### src/rtl/ecall_writeback_unit.sv
// ecall_writeback_unit
//   Services an ECALL for the core. The unit latches argument registers a0..a7,
//   presents them to the host with a valid/ready request, and waits for a result,
//   with an optional timeout. It then writes the result back to RET_REG through an
//   arbitrated register-file write port. The pipeline is stalled (busy) for the
//   whole transaction.
// Parameters
//   XLEN     register / result width
//   RET_REG  destination register for the result; 0 disables writeback
//   TIMEOUT  response wait limit in cycles; 0 waits forever
// Ports
//   clk, reset                     clock; synchronous active-low reset
//   ecall_valid / ecall_ready      ECALL handshake from execute (ready only in idle)
//   a0..a7                         argument taps from the register file
//   host_req_valid/_ready, host_args   request to host, {a7..a0}
//   host_resp_valid, host_resp_data    host result (honoured only while waiting)
//   wb_addr, wb_data, wb_en, wb_grant  register-file write port request/grant
//   busy, done, timed_out          stall, one-cycle completion pulse, sticky timeout
module ecall_writeback_unit #(
  parameter int unsigned XLEN    = 64,
  parameter int unsigned RET_REG = 10,
  parameter int unsigned TIMEOUT = 0
) (
  input  logic              clk,
  input  logic              reset,
  input  logic              ecall_valid,
  output logic              ecall_ready,
  input  logic [XLEN-1:0]   a0,
  input  logic [XLEN-1:0]   a1,
  input  logic [XLEN-1:0]   a2,
  input  logic [XLEN-1:0]   a3,
  input  logic [XLEN-1:0]   a4,
  input  logic [XLEN-1:0]   a5,
  input  logic [XLEN-1:0]   a6,
  input  logic [XLEN-1:0]   a7,
  output logic              host_req_valid,
  input  logic              host_req_ready,
  output logic [8*XLEN-1:0] host_args,
  input  logic              host_resp_valid,
  input  logic [XLEN-1:0]   host_resp_data,
  output logic [4:0]        wb_addr,
  output logic [XLEN-1:0]   wb_data,
  output logic              wb_en,
  input  logic              wb_grant,
  output logic              busy,
  output logic              done,
  output logic              timed_out
);

  localparam int unsigned CntW = (TIMEOUT > 1) ? $clog2(TIMEOUT) : 1;
  localparam logic [CntW-1:0] CntMax = CntW'((TIMEOUT == 0) ? 0 : TIMEOUT - 1);
  localparam logic [4:0] RetAddr = 5'(RET_REG);
  localparam bit HasWb = (RET_REG != 0);

  typedef enum logic [2:0] {StIdle, StReq, StWait, StWb, StDone} state_e;

  state_e              state_q, state_d;
  logic [8*XLEN-1:0]   args_q, args_d;
  logic [XLEN-1:0]     result_q, result_d;
  logic [CntW-1:0]     cnt_q, cnt_d;
  logic                timed_out_q, timed_out_d;

  always_ff @(posedge clk) begin
    if (!reset) begin
      state_q     <= StIdle;
      args_q      <= '0;
      result_q    <= '0;
      cnt_q       <= '0;
      timed_out_q <= 1'b0;
    end else begin
      state_q     <= state_d;
      args_q      <= args_d;
      result_q    <= result_d;
      cnt_q       <= cnt_d;
      timed_out_q <= timed_out_d;
    end
  end

  always_comb begin
    state_d     = state_q;
    args_d      = args_q;
    result_d    = result_q;
    cnt_d       = cnt_q;
    timed_out_d = timed_out_q;
    unique case (state_q)
      StIdle: begin
        if (ecall_valid) begin
          args_d      = {a7, a6, a5, a4, a3, a2, a1, a0};
          timed_out_d = 1'b0;
          state_d     = StReq;
        end
      end
      StReq: begin
        if (host_req_ready) begin
          cnt_d   = '0;
          state_d = StWait;
        end
      end
      StWait: begin
        // A response in the expiry cycle takes priority over the timeout.
        if (host_resp_valid) begin
          result_d = host_resp_data;
          state_d  = HasWb ? StWb : StDone;
        end else if ((TIMEOUT != 0) && (cnt_q == CntMax)) begin
          result_d    = '1;
          timed_out_d = 1'b1;
          state_d     = HasWb ? StWb : StDone;
        end else begin
          cnt_d = cnt_q + 1'b1;
        end
      end
      StWb: begin
        if (wb_grant) state_d = StDone;
      end
      StDone: state_d = StIdle;
      default: state_d = StIdle;
    endcase
  end

  // Outputs decode only state and latched registers; no input-to-output paths.
  assign ecall_ready    = (state_q == StIdle);
  assign host_req_valid = (state_q == StReq);
  assign host_args      = args_q;
  assign wb_en          = (state_q == StWb);
  assign wb_addr        = wb_en ? RetAddr : 5'd0;
  assign wb_data        = wb_en ? result_q : '0;
  assign busy           = (state_q != StIdle);
  assign done           = (state_q == StDone);
  assign timed_out      = timed_out_q;

endmodule
### config.mk
export PLATFORM = sky130hd
export DESIGN_NAME = ecall_writeback_unit
export DESIGN_NICKNAME = d
export VERILOG_FILES = /design/src/rtl/ecall_writeback_unit.sv
export SDC_FILE = /design/constraint.sdc
export NUM_CORES = 1
export LEC_CHECK = 0
export BUFFER_PORTS_ARGS = -buffer_cell sky130_fd_sc_hd__buf_2
export CORE_AREA = 2 2 459 461
export DETAILED_ROUTE_END_ITERATION = 16
export DIE_AREA = 0 0 461 463
export PLACE_DENSITY_LB_ADDON = 0.08
export SYNTH_ARGS = -nofsm -noshare
export SYNTH_HDL_FRONTEND = slang
export SYNTH_SLANG_ARGS = --single-unit
### constraint.sdc
create_clock -name clk -period 2 [get_ports clk]
set_input_delay 0.1 -clock clk [delete_from_list [all_inputs] [get_ports clk]]
set_output_delay 0.1 -clock clk [all_outputs]
set_load 0.02 [all_outputs]
# == Yosys cells after proc, flatten, opt, wreduce, memory -nomap -nowiden ==
# Index checks and enable logic that the tools add are counted.
# op_classes
reduce_logical,5
mux,7
eq_ne,8
# op_table
cell,count
64-bit two-way mux,1
3-bit two-way mux,4
3-bit case mux with 4 select lines,1
3-bit by 2-bit equality test with 1-bit output (second input constant),2
4-bit two-way mux,1
2-bit by 1-bit != test with 1-bit output (second input constant),2
2-bit != test (second input constant),2
2-bit AND reduction,2
4-bit AND reduction,1
3-bit by 1-bit equality test with 1-bit output (second input constant),1
3-bit equality test (second input constant),1
3-bit zero test,1
3-bit nonzero test,1
# word_totals
input_bits,582
wordCells,23
output_inout_bits,587
ff_bits,579

# == Logic depth before layout (Yosys ltp) ==
# logic_depth
depth_word,3
ltp_mapped,8
depth_no_buf,3

# == Worst setup path after synthesis ==
# OpenSTA, ideal clock, no wires.
# synth_path
kind,register to register
from,register state_q[0]
to,"register args_q[440], in the netlist host_args[440]"
slack_ns,0.366
synth_period_minus_slack_ns,1.634
arrival_time_ns,1.560
required_ns,1.926
setup_time_ns,0.074
path_buffers,5
stages_incl_launch_ff,9
path_cell_list,dfxtp_1 buf_2 nor4b_4 buf_4 buf_6 buf_6 buf_2 nand3_1 o21ai_0
# synth_between
elab_chain_cells,2
# synth_lines
element,line,source
"start, declared",57,"state_e state_q, state_d;"
"start signal, assigned",65,state_q <= StIdle;
"start signal, assigned",71,state_q <= state_d;
3-bit zero test,85,unique case (state_q)
2-bit AND reduction (no source line),--,
"end signal, assigned",72,args_q <= args_d;
"end, declared",58,"logic [8*XLEN-1:0] args_q, args_d;"
# Every way passes these cells.
# A chain may end at the register's enable or synchronous reset.

# == Final worst setup path ==
# layout_path
from,register state_q[2]
to,output port wb_data[15]
# layout_between
elab_chain_cells,2
# layout_lines
element,line,source
3-bit by 2-bit equality test with 1-bit output,124,assign wb_en = (state_q == StWb);
64-bit two-way mux,126,assign wb_data = wb_en ? result_q : '0;
"end, declared",42,"output logic [XLEN-1:0] wb_data,"
# Every way passes these cells.

==> metrics.md <==
| Metric | Value |
|---|---|
| Status | `finished with violations` |
| Violated checks | `setup timing` |
| Synth unique cells | `25` |
| VDD IR max | `0.5674 mV` |
| Port buffer count | `~1.2k` |
| Multi-input gate area | `8596 um^2` |
| Final setup fails | `57` |
| Number of global-route vias before repair | `25.80k` |
| Total Power | `between 30,000 and 40,000 uW` |
| Clk sinks | `579` |
| Die height | `463 um` |
| Die area | `approximately 210,000 um^2` |
| Area growth syn-to-layout | `91.04%` |
| Required @ worst endpoint | `between 1.5 and 2 ns` |
| Utilization after layout | `19.53%` |
| Cell Rows | `between 150 and 200` |
| Crit path DAT | `2.03 ns` |
| Nets | `4,951` |
| Clock slew at reported path FFs | `0.06 ns` |
| CTS tree | `yes` |
| Gate Count Post-Synth | `2,659` |
| Critical setup path kind | `flip-flop to output pin` |
| Register area | `11,600 um^2` |
| Largest net degree at the start of global routing | `108` |
| CP max stage cell | `dfxtp_4` |
| Grt ovf | `0` |
| Final period util | `106.3%` |
| CP Launch Type | `flip-flop` |
| Antenna violations before repair | `28` |
| Synth Area per Inst | `8.015 um^2` |
| Hold crit path type | `primary input to flip-flop` |
| Chip width | `461 um` |
| Max FO, Critical Path | `7` |
| DRT Pass-1 Iters | `7` |
| Crit path cell chain | `and3b_4, buf_12, buf_16, buf_8, and2_4, buf_6` |
| Placed cells | `6,471` |
| Antenna Nets Post-Route | `0` |
| Fillers | `about 24k` |
| Finished Layout Cells | `7,254` |
| Final worst setup slack | `-0.1252 ns` |
| Cts bufs inserted | `86` |
| Placeable Area | `208,500 um^2` |
| Vias per cell | `3.436` |
| EDFF count, synth | `0` |
| H-tree levels | `3` |
| Pwr Density | `864.3 nW/um^2` |
| Most used flip-flop cell after synthesis | `dfxtp_1` |
| Hpwl dp | `between 90 and 100 mm` |
| IO Count | `between 1k and 1.5k` |
| CP Buf/Inv Count | `4` |
| First-pass GRT wire length | `186.1 mm` |
| Critical Path Max Stage Delay | `0.34 ns` |
| Clock skew | `~0.022 ns` |
| Initial core utilization | `approximately a tenth` |
| Slew Viols, Final | `0` |
| Seq/Total Area, Yosys | `54.39%` |
| Root buf cell | `clkbuf_16` |
| Vias | `~25k` |
| Layout cells sized above 1 | `around a third` |
| Static leakage | `roughly 0.017 uW` |
| Final WL | `approximately 130 mm` |
| WL/cell | `about 18 um` |
| Placer Congestion | `0.7550` |
| Initial DRC count | `approximately 1.1k` |
| Clk buf depth | `3` |
| Synth Cell Area | `21,310 um^2` |
| Top Family by Delay on Critical Path | `buffers and inverters` |
| Final hold violations | `0` |
| Share of flip-flops with an asynchronous set or reset | `0%` |
| RSZ-0062 raised after global routing | `yes` |
| Max-cap check violation count | `0` |
| Worst-Skew Late Latency | `0.71 ns` |
| Total track usage | `11.77%` |
| Highest clock rate | `0.4706 GHz` |
| Minimum clock period after layout | `2.125 ns` |
| DRC errors left | `0` |
| Synthesized flop and latch total | `579` |
| Setup crit end kind | `output pin` |
| YS warnings | `0` |
-- stage by stage --
| step | TNS [ns] | hold slack [ns] | cell area (um^2) | setup WS (ns) |
|---|---|---|---|---|
| after floorplan | 0 | 0.2304 | 21320 | 0.3657 |
| after global placement | 0 | 0.3135 | 30840 | 0.1540 |
| after detailed placement | 0 | 0.3225 | 30840 | 0.1514 |
| after CTS | -11.92 | 0.02770 | 40340 | -0.2511 |
| after global routing | -10.83 | 0.09268 | 40710 | -0.2270 |
| final | -3.192 | 0.1433 | 40710 | -0.1252 |
-- layer usage --
metal  up-vias  GRT usage [%]  wire length (um)
li1      12452              -                 -
met1     11443          13.64             54470
met2       833          19.44             61580
met3       182          4.669             12090
met4        18          4.252              3848
met5         -              0               115
-- tightest hold or removal path, stage by stage --
cell and delay, ns:
dlygate4sd3_1 0.52, buf_2 0.09, nand3_1 0.05, o21ai_0 0.06
-- kinds of logic after synthesis --
family	after synthesis	synth area share, %
and+or+nand+nor	1228	26.01
AOI/OAI and AO/OA	580	13.67
DFF	579	54.39
buffers and inverters	271	5.912
other	1	0.01760
-- power by group --
| part | switching [uW] | internal, uW | leakage [uW] |
|---|---|---|---|
| registers | 458 | 12400 | 0.00475 |
| logic | 3860 | 2690 | 0.0110 |
| clock network | 6420 | 9360 | 0.00141 |
-- sequential cells by signal (all words and copies together) (netlist names) --
name / count
result_q: 64
host_args: 512
state_q: 3
-- cell type report --
class	instances	share of cell area, %
antenna	16	0.09834
clock buffer	128	6.294
clock inverter	24	0.7130
inverter	1	0.009219
multi-input combinational	1812	21.11
sequential	579	28.49
tap	2805	8.620
timing repair buffer	1889	34.66
-- cells in the mapped netlist, types with 2 or more instances --
master	n	area share, %
dfxtp_1	579	54
nand2_1	577	10
nand3_1	576	14
o21ai_0	359	8.4
o21ai_1	217	5.1
clkbuf_1	200	3.5
and2_1	64	1.9
buf_4	55	1.9
buf_2	11	0.26
buf_6	3	0.16
a211oi_1	2	0.070
nor2b_1	2	0.059
nor3b_1	2	0.070
-- cell usage in the layout, fill, tap and decap left out, types with 2 or more instances in the layout --
| cell | n |
|---|---|
| buf_16 | 8 |
| o21ai_0 | 359 |
| nand2_1 | 577 |
| clkbuf_16 | 95 |
| buf_4 | 68 |
| buf_8 | 4 |
| buf_12 | 48 |
| dfxtp_4 | 2 |
| a211oi_1 | 2 |
| clkbuf_8 | 22 |
| bufinv_16 | 4 |
| clkinv_8 | 2 |
| nor2b_1 | 2 |
| conb_1 | 4 |
| inv_6 | 2 |
| diode_2 | 16 |
| dlygate4sd3_1 | 584 |
| buf_6 | 76 |
| dfxtp_1 | 576 |
| and2_4 | 40 |
| clkinv_2 | 14 |
| and2_1 | 24 |
| buf_2 | 1093 |
| o21ai_1 | 217 |
| nand3_1 | 576 |
| clkbuf_1 | 19 |
-- worst paths after layout --
check	from	end	slack, ns	cells after the start
worst max-delay path	state_q[2]$_SDFFE_PN0P_	wb_data[15]	-0.13	6
worst min-delay path	a6[6]	host_args[390]$_SDFFE_PN0P_	0.14	4
worst max register to register	state_q[0]$_SDFFE_PN0P_	host_args[436]$_SDFFE_PN0P_	0.10	7
worst min register to register	host_args[93]$_SDFFE_PN0P_	host_args[93]$_SDFFE_PN0P_	0.44	2
-- timing repair --
action,in CTS,in global routing
pin swaps,4,26
gates cloned,4,7
buffers inserted,14,10
gates resized for setup,183,35
hold endpoints to repair,579,0
setup endpoints to repair,70,187
hold buffers,585,0
No activity file was read; power rests on OpenSTA's default activity.
